`src/rtl/reg_write_arbiter.sv`:
```
// reg_write_arbiter: two-port register file write arbiter, p0 priority with p1 starvation relief; REG_WRITE_ARBITER_X0_FILTER_EN suppresses address-0 writes
module reg_write_arbiter #(
    parameter int ADDRESS_WIDTH = 5,
    parameter int DATA_WIDTH    = 32,
    parameter int STARVE_LIMIT  = 4
) (
    input  logic                     clk,
    input  logic                     rst,
    input  logic                     p0_valid,
    input  logic [ADDRESS_WIDTH-1:0] p0_addr,
    input  logic [DATA_WIDTH-1:0]    p0_data,
    output logic                     p0_ready,
    input  logic                     p1_valid,
    input  logic [ADDRESS_WIDTH-1:0] p1_addr,
    input  logic [DATA_WIDTH-1:0]    p1_data,
    output logic                     p1_ready,
    output logic                     WE3,
    output logic [ADDRESS_WIDTH-1:0] A3,
    output logic [DATA_WIDTH-1:0]    WD3
);
    typedef enum logic {PRIO0, FORCE1} state_t;
    localparam logic [3:0] LIMIT = 4'(STARVE_LIMIT);
    state_t state;
    logic [3:0] stall_cnt;
    logic stalled, wr_en;
    logic [ADDRESS_WIDTH-1:0] acc_addr;
    logic [DATA_WIDTH-1:0] acc_data;
    assign p0_ready = !rst && p0_valid && (state == PRIO0 || !p1_valid);
    assign p1_ready = !rst && p1_valid && (state == FORCE1 || !p0_valid);
    assign stalled  = p1_valid && !p1_ready;
    assign acc_addr = p0_ready ? p0_addr : p1_addr;
    assign acc_data = p0_ready ? p0_data : p1_data;
`ifdef REG_WRITE_ARBITER_X0_FILTER_EN
    assign wr_en = (p0_ready || p1_ready) && acc_addr != '0;
`else
    assign wr_en = p0_ready || p1_ready;
`endif
    always_ff @(posedge clk) begin
        if (rst) begin
            state     <= PRIO0;
            stall_cnt <= '0;
            WE3       <= 1'b0;
            A3        <= '0;
            WD3       <= '0;
        end else begin
            WE3 <= wr_en;
            if (wr_en) begin
                A3  <= acc_addr;
                WD3 <= acc_data;
            end
            if (state == FORCE1 || !stalled) begin
                state     <= PRIO0;
                stall_cnt <= '0;
            end else if (stall_cnt + 4'd1 == LIMIT) begin
                state     <= FORCE1;
                stall_cnt <= '0;
            end else begin
                stall_cnt <= stall_cnt + 4'd1;
            end
        end
    end
endmodule

```
`config.mk`:
```
export PLATFORM = sky130hd
export DESIGN_NAME = reg_write_arbiter
export DESIGN_NICKNAME = d
export VERILOG_FILES = /design/src/rtl/reg_write_arbiter.sv
export SDC_FILE = /design/constraint.sdc
export NUM_CORES = 1
export LEC_CHECK = 0
export ABC_CLOCK_PERIOD_IN_PS = 1680
export BUFFER_PORTS_ARGS = -buffer_cell sky130_fd_sc_hd__buf_2
export CORE_AREA = 2 2 75 77
export DETAILED_ROUTE_END_ITERATION = 7
export DIE_AREA = 0 0 77 79
export PLACE_DENSITY = 0.86
export SETUP_SLACK_MARGIN = 0.02
export SLEW_MARGIN = 20
export SYNTH_ARGS = -nofsm -noshare
export SYNTH_HDL_FRONTEND = slang
export SYNTH_SLANG_ARGS = --single-unit
```
`constraint.sdc`:
```
create_clock -name clk -period 1.68 [get_ports clk]
set_input_delay 0.168 -clock clk [delete_from_list [all_inputs] [get_ports clk]]
set_output_delay 0.168 -clock clk [all_outputs]
set_load 0.02 [all_outputs]
```
==> impl_results.md <==
- Worst reg2reg path endpoint: WD3[22]
- Achievable Freq: 635 MHz
- Capturing element type of the critical path: primary output
- Setup repair after global routing missed its margin: no
- CTS H-Tree Depth: 2
- Clock tree from TritonCTS: yes
- Clock tree root driver cell: sky130_fd_sc_hd__clkbuf_8
- Leakage power: about 1.4 nW
- Number of nets in the finished design: 386
- Number of hold-repair buffers added at the cts stage: 0
- Period Utilization, post-route: 0.937
- Data required time of the worst path: 1.51 ns
- Critical path origin: state
- Worst slew margin relative to its limit: 0.453
- Initial cell density of the core: 0.403
- Post-placement cell area: 0.00286 mm^2
- Power density normalized to cell area: about 770 mW/mm^2
- Ports: about 120
- Yosys Warn Count: 0
- Average routed wire per standard cell: 15.2 um
- Register-to-register setup slack: 0.25 ns
- Capturing instance or port of the critical path: p0_ready
- Post-route ant nets: 0
- Maximum capacitance violations: 0
- Antenna diode count: 0
- Via density per instance: 5.44
- Distinct cell type count of the synthesized netlist: 22
- Global placement routability congestion: 0.723
- Run status: complete, no violations
- Count of state elements after synthesis: 43
- Startpoint types: flip-flop
- Total negative slack: 0 ns
- Worst endpoint data arrival time: 1.41 ns
- First-pass GRT wire length: 9290 um
- Clock Skew: 0.00505 ns
- Critical Setup Path Class: flip-flop to primary output
- Post-route DRC violation count: 0
- Maximum number of pins on one net before global-route repair: between 40 and 50
- Layout cells sized above 1: 0.546
- Post-layout utilization of the core: 0.553
- Number of buffers inserted during clock tree synthesis: 5
- Antenna violations before repair: 0
- Vias in the first global route: 2011
- Area of the core: about 0.0053 mm^2
- Clock insertion delay at the later pin of the skew report: roughly 0.28 ns
- Clock buffer depth: 2
- Per-instance average area after synthesis: 11.0 um^2
- P&R area growth vs syn: 37.2%
- Num rows: 27
- Startpoint of the lowest-slack register-to-register path: state
- PnR Total Power: 2.27 mW
- Buffers on Ports: between 100 and 150
- Maximum ir drop on the vdd rail: 402 uV
- Clock-pin transition on the worst setup and hold timing paths: 0.08 ns
- Path depth of the worst reg2reg path: 4
- Final design area excluding fillers: 0.00295 mm^2
- Time the worst path needs with I/O delays and setup: 1.57 ns
- WL final: roughly 5800 um
- GRT Residual Overflow: 0
- Global Route Usage Sum: 0.188
- Count of placed standard cells including taps: 371
- Filler Cell Count: 504
- Number of iterations in the first detailed-routing pass: 4
- Number of DRC markers in iteration 0: approximately 120
- Number of instances in the synthesized netlist: 196
- Die X: a little under 80 um
- Full die area: 0.00608 mm^2
- Final setup violation count: 0
- Total count of hold-check failures in the final report: 0
- Path class of the lowest-slack min-delay path: input pin to flip-flop
- Max-slew violation total from the final report: 0
- Largest fanout of any net on the critical path: 19
- Actual transition at the worst max-transition pin: 0.818 ns
- Sequential area share after synthesis: 0.400
- Overall die height: 79 um
- Num Clock Sinks: 43
- Hpwl dp: 4000 um
- Number of nets produced by synthesis: 275
- Post-synthesis instance area: 0.00215 mm^2
- Vias post-DR: 2055
- Layout Cells excl Fill: 378
kinds of logic after synthesis:
| group | after synthesis | share of synthesized area |
|---|---|---|
| AO/OA/AOI/OAI | 74 | 0.410 |
| flip-flops | 43 | 0.400 |
| buffers and inverters | 60 | 0.132 |
| multiplexers | 1 | 0.00523 |
| XOR/XNOR | 1 | 0.00407 |
| AND/OR/NAND/NOR | 16 | 0.0436 |
| adder cells (fa/ha/maj) | 1 | 0.00581 |
synth_stat cells:
cell type	number	area share
sky130_fd_sc_hd__buf_1	4	0.0070
sky130_fd_sc_hd__ha_1	1	0.0058
sky130_fd_sc_hd__nor3_1	1	0.0023
sky130_fd_sc_hd__nor2b_1	2	0.0058
sky130_fd_sc_hd__and3b_1	1	0.0041
sky130_fd_sc_hd__a2111oi_2	30	0.21
sky130_fd_sc_hd__buf_6	5	0.026
sky130_fd_sc_hd__nor3b_1	3	0.010
sky130_fd_sc_hd__nand3_1	1	0.0023
sky130_fd_sc_hd__inv_1	37	0.064
sky130_fd_sc_hd__a221o_1	37	0.17
sky130_fd_sc_hd__nor3_2	1	0.0046
sky130_fd_sc_hd__nand3b_1	1	0.0035
sky130_fd_sc_hd__clkbuf_1	3	0.0052
sky130_fd_sc_hd__nor2_1	4	0.0070
sky130_fd_sc_hd__dfxtp_1	43	0.40
sky130_fd_sc_hd__buf_2	8	0.019
sky130_fd_sc_hd__nand2_1	2	0.0035
sky130_fd_sc_hd__mux2_2	1	0.0052
sky130_fd_sc_hd__a2111oi_0	7	0.028
sky130_fd_sc_hd__xor2_1	1	0.0041
sky130_fd_sc_hd__buf_4	3	0.010
routing by layer:
layer  part of all wire  global-route usage
met1               0.42               0.218
met2               0.51               0.345
met3              0.054              0.0352
met4              0.014              0.0732
met5                  0                   0
stage by stage:
stage / hold slack, ns / worst slack [ns]
after floorplan: 0.308 / 0.414
after global placement: 0.393 / 0.215
after detailed placement: 0.396 / 0.171
after CTS: 0.0886 / 0.0664
after global routing: 0.0964 / 0.0364
final: 0.101 / 0.106
critical path: stages, from the launching register on:
cell	delay (ns)
sky130_fd_sc_hd__dfxtp_1	0.33
sky130_fd_sc_hd__nand2_2	0.16
sky130_fd_sc_hd__and3b_2	0.28
sky130_fd_sc_hd__buf_12	0.17
sky130_fd_sc_hd__buf_2	0.18
how the worst min path moves through the flow:
stage / from / to / slack (ns) / depth (start not counted)
2_1_floorplan: p0_addr[1] / A3[1] / 0.31 / 1
3_3_place_gp: p0_data[0] / WD3[0] / 0.39 / 2
3_5_place_dp: p0_data[31] / WD3[31] / 0.40 / 2
5_1_grt: p0_addr[2] / A3[2] / 0.1 / 2
6_report: p0_data[31] / WD3[31] / 0.10 / 2
4_1_cts: p0_data[2] / WD3[2] / 0.09 / 2
final cells by class:
cell class	instances	area, um^2	area share
clock buffer	6	72.6	0.0246
inverter	37	139	0.0470
sequential	43	861	0.291
timing repair buffer	127	766	0.259
multi-input combinational	93	1030	0.347
tap	72	90.1	0.0305
registers in the layout, indices dropped and copies added (netlist names):
register	count
A3	5
stall_cnt	4
WE3	1
WD3	32
state	1
repair_timing:
item | 4_1_cts | 5_1_grt
setup endpoints to repair | 0 | 1
gates resized for setup | 0 | 1
setup buffers | 0 | 0
where the power goes:
group / internal (mW) / leakage (nW) / switching [mW]
Sequential: 1.09 / 0.357 / 0.0414
Combinational: 0.240 / 0.987 / 0.294
Clock: 0.278 / 0.0371 / 0.324
Total: 1.61 / 1.38 / 0.659
cell usage in the layout, fill, tap and decap left out, drive strengths merged:
cell type / netlist / final
buf: 20 / 126
dfxtp: 43 / 43
inv: 37 / 37
a221o: 37 / 37
a2111oi: 37 / 37
clkbuf: 3 / 7
nor2: 4 / 4
nor3b: 3 / 3
nor2b: 2 / 2
nand2: 2 / 2
nor3: 2 / 2
and3b: 1 / 1
nand3b: 1 / 1
mux2: 1 / 1
nand3: 1 / 1
xor2: 1 / 1
ha: 1 / 1
Note: power is estimated with default switching activity, not from simulation.
